===== config.mk =====
export PLATFORM = sky130hd
export DESIGN_NAME = mem_port_arbiter
export DESIGN_NICKNAME = d
export VERILOG_FILES = /design/src/rtl/mem_port_arbiter.sv
export SDC_FILE = /design/constraint.sdc
export NUM_CORES = 1
export LEC_CHECK = 0
export BUFFER_PORTS_ARGS = -buffer_cell sky130_fd_sc_hd__buf_4
export CAP_MARGIN = 0
export CORE_MARGIN = 8
export CORE_UTILIZATION = 49
export CTS_CLUSTER_DIAMETER = 30
export CTS_CLUSTER_SIZE = 20
export DETAILED_ROUTE_END_ITERATION = 16
export MAX_ROUTING_LAYER = met4
export PLACE_DENSITY = 0.85
export REMOVE_ABC_BUFFERS = 1
export SLEW_MARGIN = 10
export SYNTH_ARGS = -nofsm -noshare
export SYNTH_HDL_FRONTEND = slang
export SYNTH_SLANG_ARGS = --single-unit

===== constraint.sdc =====
create_clock -name clk -period 4.45 [get_ports clk]
set_input_delay 0.89 -clock clk [delete_from_list [all_inputs] [get_ports clk]]
set_output_delay 0.89 -clock clk [all_outputs]
set_load 0.1 [all_outputs]

===== src/rtl/mem_port_arbiter.sv =====
// Inst/data port arbiter onto a single backing-memory port.
// Optional round-robin arbitration: define MEM_ARB_RR_EN.
module mem_port_arbiter #(
  parameter int ADDR_W = 32,
  parameter int DATA_W = 32
) (
  input  logic                clk,
  input  logic                rst,
  input  logic                inst_read,
  input  logic [ADDR_W-1:0]   inst_addr,
  output logic                inst_resp,
  output logic [DATA_W-1:0]   inst_rdata,
  input  logic                data_read,
  input  logic                data_write,
  input  logic [ADDR_W-1:0]   data_addr,
  input  logic [DATA_W/8-1:0] data_mbe,
  input  logic [DATA_W-1:0]   data_wdata,
  output logic                data_resp,
  output logic [DATA_W-1:0]   data_rdata,
  output logic                mem_read,
  output logic                mem_write,
  output logic [ADDR_W-1:0]   mem_addr,
  output logic [DATA_W/8-1:0] mem_mbe,
  output logic [DATA_W-1:0]   mem_wdata,
  input  logic                mem_resp,
  input  logic [DATA_W-1:0]   mem_rdata
);

  localparam int MBE_W = DATA_W / 8;

  typedef enum logic [1:0] {
    S_IDLE = 2'd0,
    S_INST = 2'd1,
    S_DATA = 2'd2
  } state_t;

  state_t              r_state;
  logic                r_inst_resp;
  logic                r_data_resp;
  logic [DATA_W-1:0]   r_inst_rdata;
  logic [DATA_W-1:0]   r_data_rdata;
  logic                r_mem_read;
  logic                r_mem_write;
  logic [ADDR_W-1:0]   r_addr;
  logic [MBE_W-1:0]    r_mbe;
  logic [DATA_W-1:0]   r_wdata;

  logic w_data_req;
  logic w_grant_data;
  logic w_grant_inst;

  assign w_data_req = data_read | data_write;

`ifdef MEM_ARB_RR_EN
  // 1 = data port was granted last
  logic r_last_data;

  // Contention goes to the port not granted last time
  always_comb begin
    w_grant_data = w_data_req & (~inst_read | ~r_last_data);
    w_grant_inst = inst_read & ~w_grant_data;
  end

  // Remember the most recent grant
  always_ff @(posedge clk or negedge rst) begin
    if (!rst) begin
      r_last_data <= 1'b1;
    end else if (r_state == S_IDLE && (w_grant_data || w_grant_inst)) begin
      r_last_data <= w_grant_data;
    end
  end
`else
  // Fixed priority: a stalled load/store always drains first
  always_comb begin
    w_grant_data = w_data_req;
    w_grant_inst = inst_read & ~w_data_req;
  end
`endif

  // Main FSM with all outputs registered
  always_ff @(posedge clk or negedge rst) begin
    if (!rst) begin
      r_state      <= S_IDLE;
      r_inst_resp  <= 1'b0;
      r_data_resp  <= 1'b0;
      r_inst_rdata <= '0;
      r_data_rdata <= '0;
      r_mem_read   <= 1'b0;
      r_mem_write  <= 1'b0;
      r_addr       <= '0;
      r_mbe        <= '0;
      r_wdata      <= '0;
    end else begin
      r_inst_resp <= 1'b0;
      r_data_resp <= 1'b0;
      unique case (r_state)
        S_IDLE: begin
          if (w_grant_data) begin
            r_state     <= S_DATA;
            r_mem_write <= data_write;
            r_mem_read  <= ~data_write;
            r_addr      <= data_addr;
            r_mbe       <= data_write ? data_mbe : {MBE_W{1'b1}};
            r_wdata     <= data_write ? data_wdata : '0;
          end else if (w_grant_inst) begin
            r_state     <= S_INST;
            r_mem_write <= 1'b0;
            r_mem_read  <= 1'b1;
            r_addr      <= inst_addr;
            r_mbe       <= {MBE_W{1'b1}};
            r_wdata     <= '0;
          end
        end
        S_INST: begin
          if (mem_resp) begin
            r_state      <= S_IDLE;
            r_mem_read   <= 1'b0;
            r_mem_write  <= 1'b0;
            r_inst_resp  <= 1'b1;
            r_inst_rdata <= mem_rdata;
          end
        end
        S_DATA: begin
          if (mem_resp) begin
            r_state     <= S_IDLE;
            r_mem_read  <= 1'b0;
            r_mem_write <= 1'b0;
            r_data_resp <= 1'b1;
            if (r_mem_read) begin
              r_data_rdata <= mem_rdata;
            end
          end
        end
        default: begin
          r_state     <= S_IDLE;
          r_mem_read  <= 1'b0;
          r_mem_write <= 1'b0;
        end
      endcase
    end
  end

  assign inst_resp  = r_inst_resp;
  assign inst_rdata = r_inst_rdata;
  assign data_resp  = r_data_resp;
  assign data_rdata = r_data_rdata;
  assign mem_read   = r_mem_read;
  assign mem_write  = r_mem_write;
  assign mem_addr   = r_addr;
  assign mem_mbe    = r_mbe;
  assign mem_wdata  = r_wdata;

endmodule

Yosys cells after proc, flatten, opt, wreduce, memory -nomap -nowiden. Index checks and enable logic that the tools add are counted.

Output and inout bits: 136. Input bits: 138. Bits in registers: 138.

Reduce and logical (&&, ||, !) cells: 7. Bitwise logic cells: 4. Eq/ne operators: 4. Mux-type cells: 22.

Operators by type and width (number): $mux W32 (5); $mux W4 (3); $mux W1 (8); $mux W2 (3); $reduce_and A2 Y1 (3); $pmux W1 S2 (2); $pmux W2 S2 (1); $ne A3 B3 Y1 const B (1); $reduce_and A3 Y1 (1); $eq A2 B1 Y1 const B (1); $eq A2 B2 Y1 const B (1); $logic_not A2 Y1 (1); $ne A2 B1 Y1 const B (1); $not A1 Y1 (2); $reduce_bool A2 Y1 (1); $reduce_or A2 Y1 (1); $and A1 B1 Y1 (1); $or A1 B1 Y1 (1).

Depth between registers and ports, before layout. Gate-level depths: netlist of run 1.

Depth after elaboration: 6. Gate-level depth with buffers: 7.

Worst setup path before layout of run 1. OpenSTA, ideal clock, no wires.

Path kind: input to register. Start: input mem_resp. End: register r_data_rdata[0], in the netlist data_rdata[0]. Buffers on the path: 1. Setup slack: 2.607 ns. Required time: 4.324 ns. Data arrival time: 1.717 ns. Cell stages on the path: 4. Path through: and2_1 > nand2_1 > buf_2 > mux2_2.

Word-level cells in the longest chain between the ends: 1.

RTL lines: start, declared (RTL line 25) `input logic mem_resp,`; $reduce_and A3 Y1 (no line); end signal, assigned (RTL line 130) `r_data_rdata <= mem_rdata;`; end, declared (RTL line 41) `logic [DATA_W-1:0] r_data_rdata;`.

Every way passes these cells. A chain may end at the register's enable or synchronous reset.

Worst setup path after layout of run 1.
Start: register r_data_rdata[0], in the netlist data_rdata[0]. End: output data_rdata[0].

RTL lines: end, declared (RTL line 19) `output logic [DATA_W-1:0] data_rdata,`.

No word-level cell between the ends.

==> results of run 1 <==
==> path summary, 6_finish.rpt <==
kind                                    start              to  slack [ps]  depth (start not counted)
worst max register to register     r_state[0]    mem_wdata[9]        2340                          4
min in group asynchronous                 rst  data_rdata[24]         500                          1
worst min register to register    mem_addr[2]     mem_addr[2]         480                          2
worst max-delay path            data_rdata[0]   data_rdata[0]        2330                          1
worst min-delay path              mem_addr[2]     mem_addr[2]         480                          2
max in group asynchronous                 rst    mem_addr[22]        2940                          2
==> cell type report <==
type	instances	share of cell area
multi-input cells	220	0.221
clock inverters	11	0.0237
flip-flops and latches	138	0.421
repair buffers	278	0.257
well taps	140	0.0214
inverters	6	0.00275
clock buffers	20	0.0531
==> metal layers <==
| layer | track usage | up-vias |
|---|---|---|
| met5 | - | - |
| met4 | 0.0825 | 0 |
| met3 | 0.112 | 22 |
| met2 | 0.363 | 213 |
| met1 | 0.244 | 2032 |
| li1 | - | 1922 |
==> per-stage QoR <==
stage / utilization / cell area, um^2 / setup slack [ps]
finish: 0.756 / 8190 / 2330
global route: 0.756 / 8190 / 2190
CTS: 0.754 / 8170 / 2270
detailed placement: 0.696 / 7540 / 1740
global placement: 0.696 / 7540 / 1820
floorplan: - / 5290 / 1410
==> worst min-delay path: cells and delay by family (launching register included) <==
kind | cells | cell delay (ps)
AOI/OAI and AO/OA | 1 | 60
DFF | 1 | 340
and+or+nand+nor | 1 | 40
==> cell families (layout without fill, tap and decap cells) <==
logic type                 count (synthesis)  count (layout)  share of synthesized area
adders and majority gates                  3               3                    0.00689
DFF                                      138             138                      0.634
AOI/OAI and AO/OA                         78              78                      0.101
and+or+nand+nor                           43              43                     0.0333
buffers and inverters                     31             315                     0.0335
muxes                                     96              96                      0.191
==> registers in the layout (all words and copies together) (netlist names) <==
signal / count
mem_write: 1
mem_addr: 32
inst_resp: 1
mem_wdata: 32
data_rdata: 32
data_resp: 1
mem_mbe: 4
mem_read: 1
inst_rdata: 32
r_state: 2
==> cell usage in the layout (no fill, tap or decap), types with 3 or more instances in the layout <==
cell type  instances
o22a_1             4
o21ai_0           31
inv_1              6
mux2i_1           32
ha_1               3
buf_4            276
dfrtp_1          138
a22o_1            33
clkbuf_16         16
nand2_1           36
bufinv_16          5
mux2_2            64
a21oi_1            5
==> run_results.csv, run 1 <==
group,metric,value,unit
status,outcome,"completed",
sta,finalMaxSlewViolations,0,
critical_path,crit_path_end_kind,"output port",
clock_network,cts_root_buffer,"clkbuf_8",
grt,grt_pass1_vias,4550,
floorplanning,core,0.0108,mm^2
routing,via_per_inst,5.15,
sta,grt_setup_unrepaired,"no",
clock_network,cts_resized,0,
grt,grt_max_degree,111,
routing,vias,4189,
clock_network,post-cts-setup-buffer-count,0,
placement,portBuffers,273,
grt,grt_usage,0.229,
routing,dr.pass1.iters,5,
synthesis,synth_edf_count,0,
cells_and_area,area_growth_syn_to_layout,50.4,%
floorplanning,dieArea,0.0147,mm^2
synthesis,yosysTopAreaCell,"dfrtp_1",
cells_and_area,fill_cells,686,
critical_path,critical-path-max-stage-delay,410,ps
clock_network,clk_pin_slew_worst_paths,60,ps
floorplanning,die_height,121,um
critical_path,path_delay_family,"flip-flops",
synthesis,async_flop_share,1.00,
routing,routedWlPerCell,20.0,um
synthesis,synth_cells,389,
worst_hold_path,hold_path_class,"flip-flop to flip-flop",
critical_path,cp_num_buf_inv,1,
grt,grt_pass1_wl,25.0,mm
synthesis,avgSynthCellArea,14.0,um^2
critical_path,cp_data_arrival_time,1230,ps
sta,slew_headroom,0.228,
placement,hpwl,12.4,mm
cells_and_area,drive_gt1_frac,0.556,
sta,timing.fmax,471,MHz
critical_path,crit_type,"flip-flop to output port",
cells_and_area,multi_input_area,0.00181,mm^2
synthesis,netlist_top_cells_area,"dfrtp_1, mux2_2, mux2i_1",
clock_network,cts_sinks,138,
routing,top_layer_used,"met4",
cells_and_area,antenna_cells,0,
placement,dpl.cell_count,781,
clock_network,htreeDepth,4,
run,drv_cap,0,
clock_network,clk_path_buf_depth,2,
synthesis,yosysWarnings,0,
sta,final.setup_skew,8.38,ps
routing,met3WireLength,1.84,mm
sta,worst_pin_slew,1160,ps
cells_and_area,nets,802,
routing,wl,16.3,mm
sta,setup_viol,0,
floorplanning,rows,38,
critical_path,crit_slowest_cell,"dfrtp_1",
sta,timing.hold.ws,476,ps
sta,layout_worst_path_cycle_share,0.477,
synthesis,synthFlopType,"dfrtp_1",
clock_network,postCtsHoldBufs,0,
synthesis,synth_most_common_cell,"dfrtp_1",
synthesis,ys_seq_area_frac,0.634,
synthesis,synth_top_cell_area_share,0.634,
floorplanning,io_pins,274,
sta,final.min_clock_period,2120,ps
synthesis,syn-cell-area,0.00545,mm^2
synthesis,yosysUniqueCellTypes,23,
critical_path,crit_fanout,2,
routing,antenna_left,0,
clock_network,numCtsBuffers,17,
synthesis,ys_ff_latch,138,
floorplanning,start_util,0.502,
critical_path,path_cells,"buf_4",
routing,wl_met1,6.07,mm
floorplanning,die_w,121,um
critical_path,worstPathRequired,3560,ps
sta,hold_violations,0,
cells_and_area,ff_latch_area,0.00345,mm^2
grt,grt_antenna_before_repair,0,
routing,route.met2.wl,8.05,mm
synthesis,ys_top_cells_by_count,"dfrtp_1, mux2_2, nand2_1",
critical_path,cp-start-kind,"flip-flop",
routing,first_iter_violations,261,
grt,grt.overflow.total,0,
clock_network,cts_tree,"done",
placement,gp_congestion,0.750,
cells_and_area,final_cell_count_no_fill,813,
clock_network,clk_latency,510,ps
routing,drc,0,
sta,setup_tns,0,ps
Power of run 1 is not shown: default switching activity piles up to over one toggle a cycle in this logic, so the estimate is an artifact.
==> run 2, diff against run 1 <==
CORE_UTILIZATION = 46   (was 49)
PLACE_DENSITY = 0.81   (was 0.85)
clock period = 2 ns   (was 4.45 ns; I/O delays follow)
==> run 2 against run 1 <==
Net effect: non-clock buffer count increased by 6; final cell count increased by 1.2%; clock skew decreased by 4.2 ps; count of clock-buffer cells in the layout increased by 4; flip-flop and latch count unchanged; die area increased by 5.6%; critical endpoint is now data_rdata[10]; largest cell class unchanged.
==> run_results.csv, run 2 (synthesis results as in run 1) <==
group,metric,value,unit
routing,drc,0,
grt,grt_pass1_vias,4650,
sta,final.setup_skew,4.18,ps
routing,wl,15.9,mm
grt,grt_usage,0.209,
routing,dr.pass1.iters,5,
cells_and_area,ff_latch_area,0.00345,mm^2
sta,final.min_clock_period,1600,ps
worst_hold_path,hold_path_class,"input pin to flip-flop",
routing,vias,4112,
sta,timing.hold.ws,209,ps
critical_path,crit_path_end_kind,"flip-flop",
critical_path,cp-start-kind,"flip-flop",
cells_and_area,fill_cells,815,
critical_path,worstPathRequired,2280,ps
clock_network,cts_tree,"done",
routing,first_iter_violations,188,
cells_and_area,drive_gt1_frac,0.553,
sta,slew_headroom,0.706,
cells_and_area,layout_commonest_cell,"buf_4",
cells_and_area,nets,808,
grt,grt_max_degree,97,
clock_network,clk_path_buf_depth,2,
placement,portBuffers,273,
clock_network,htreeDepth,4,
clock_network,numCtsBuffers,17,
floorplanning,core,0.0115,mm^2
clock_network,post-cts-setup-buffer-count,0,
placement,gp_congestion,0.786,
cells_and_area,multi_input_area,0.00181,mm^2
sta,setup_viol,0,
grt,grt_pass1_wl,25.1,mm
routing,via_per_inst,5.00,
sta,grt_setup_unrepaired,"no",
clock_network,cts_sinks,138,
sta,timing.fmax,626,MHz
routing,routedWlPerCell,19.3,um
sta,worst_pin_slew,441,ps
cells_and_area,mostFrequentLayoutCells,"buf_4, dfrtp_1, mux2_2",
floorplanning,start_util,0.475,
clock_network,clk_latency,400,ps
cells_and_area,antenna_cells,0,
floorplanning,die_height,125,um
clock_network,clk_pin_slew_worst_paths,60,ps
routing,antenna_left,0,
critical_path,crit_type,"flip-flop to flip-flop",
floorplanning,rows,39,
floorplanning,io_pins,274,
grt,grt_antenna_before_repair,0,
critical_path,crit_fanout,32,
sta,hold_violations,0,
sta,finalMaxSlewViolations,0,
floorplanning,dieArea,0.0156,mm^2
status,outcome,"completed",
run,drv_cap,0,
cells_and_area,area_growth_syn_to_layout,51.0,%
grt,grt.overflow.total,0,
sta,layout_worst_path_cycle_share,0.798,
floorplanning,die_w,125,um
placement,hpwl,12.4,mm
critical_path,cp_data_arrival_time,1880,ps
clock_network,cts_root_buffer,"clkbuf_16",
[run 2: final cells by class]
class | instances | area share
Clock buffer | 24 | 0.0561
Multi-Input combinational cell | 220 | 0.220
Inverter | 6 | 0.00274
Timing Repair Buffer | 284 | 0.268
Tap cell | 143 | 0.0218
Sequential cell | 138 | 0.420
Clock inverter | 8 | 0.0116
[run 2: per-stage QoR]
step	setup TNS [ps]	instances	instance area (um^2)	util	worst slack [ps]
finish	0	823	8220	0.717	403
global route	0	823	8220	0.717	319
CTS	0	823	8220	0.717	396
detailed placement	0	790	7660	0.668	399
global placement	0	790	7660	0.668	448
floorplan	-44710	364	5290	-	-555
[run 2: worst max-delay path: stages, from the launching register on]
cell	delay, ps
dfrtp_1	360
inv_1	70
ha_1	190
and2_1	160
nand2_1	110
buf_12	220
mux2_2	370
[run 2: final timing paths]
| check | from | end | slack, ps | depth (start not counted) |
|---|---|---|---|---|
| min reg2reg | mem_addr[25] | mem_addr[25] | 480 | 2 |
| max | r_state[0] | data_rdata[10] | 400 | 6 |
| min in group asynchronous | rst | data_rdata[5] | 510 | 2 |
| min | data_wdata[31] | mem_wdata[31] | 210 | 2 |
| max in group asynchronous | rst | inst_rdata[3] | 850 | 3 |
| max reg2reg | r_state[0] | data_rdata[10] | 400 | 6 |
[run 2: timing repair]
item	4_1_cts	5_1_grt
hold endpoints to repair	41	0
hold buffers	1	0
gates resized for setup	0	0
[run 2: routing by layer]
| layer | global-route usage | share of wire | vias up |
|---|---|---|---|
| met4 | 0.0763 | 0.020 | 0 |
| met2 | 0.327 | 0.48 | 192 |
| li1 | - | - | 1936 |
| met3 | 0.0868 | 0.085 | 21 |
| met5 | - | 0 | - |
| met1 | 0.236 | 0.41 | 1963 |
Power of run 2 is left out for the same reason.
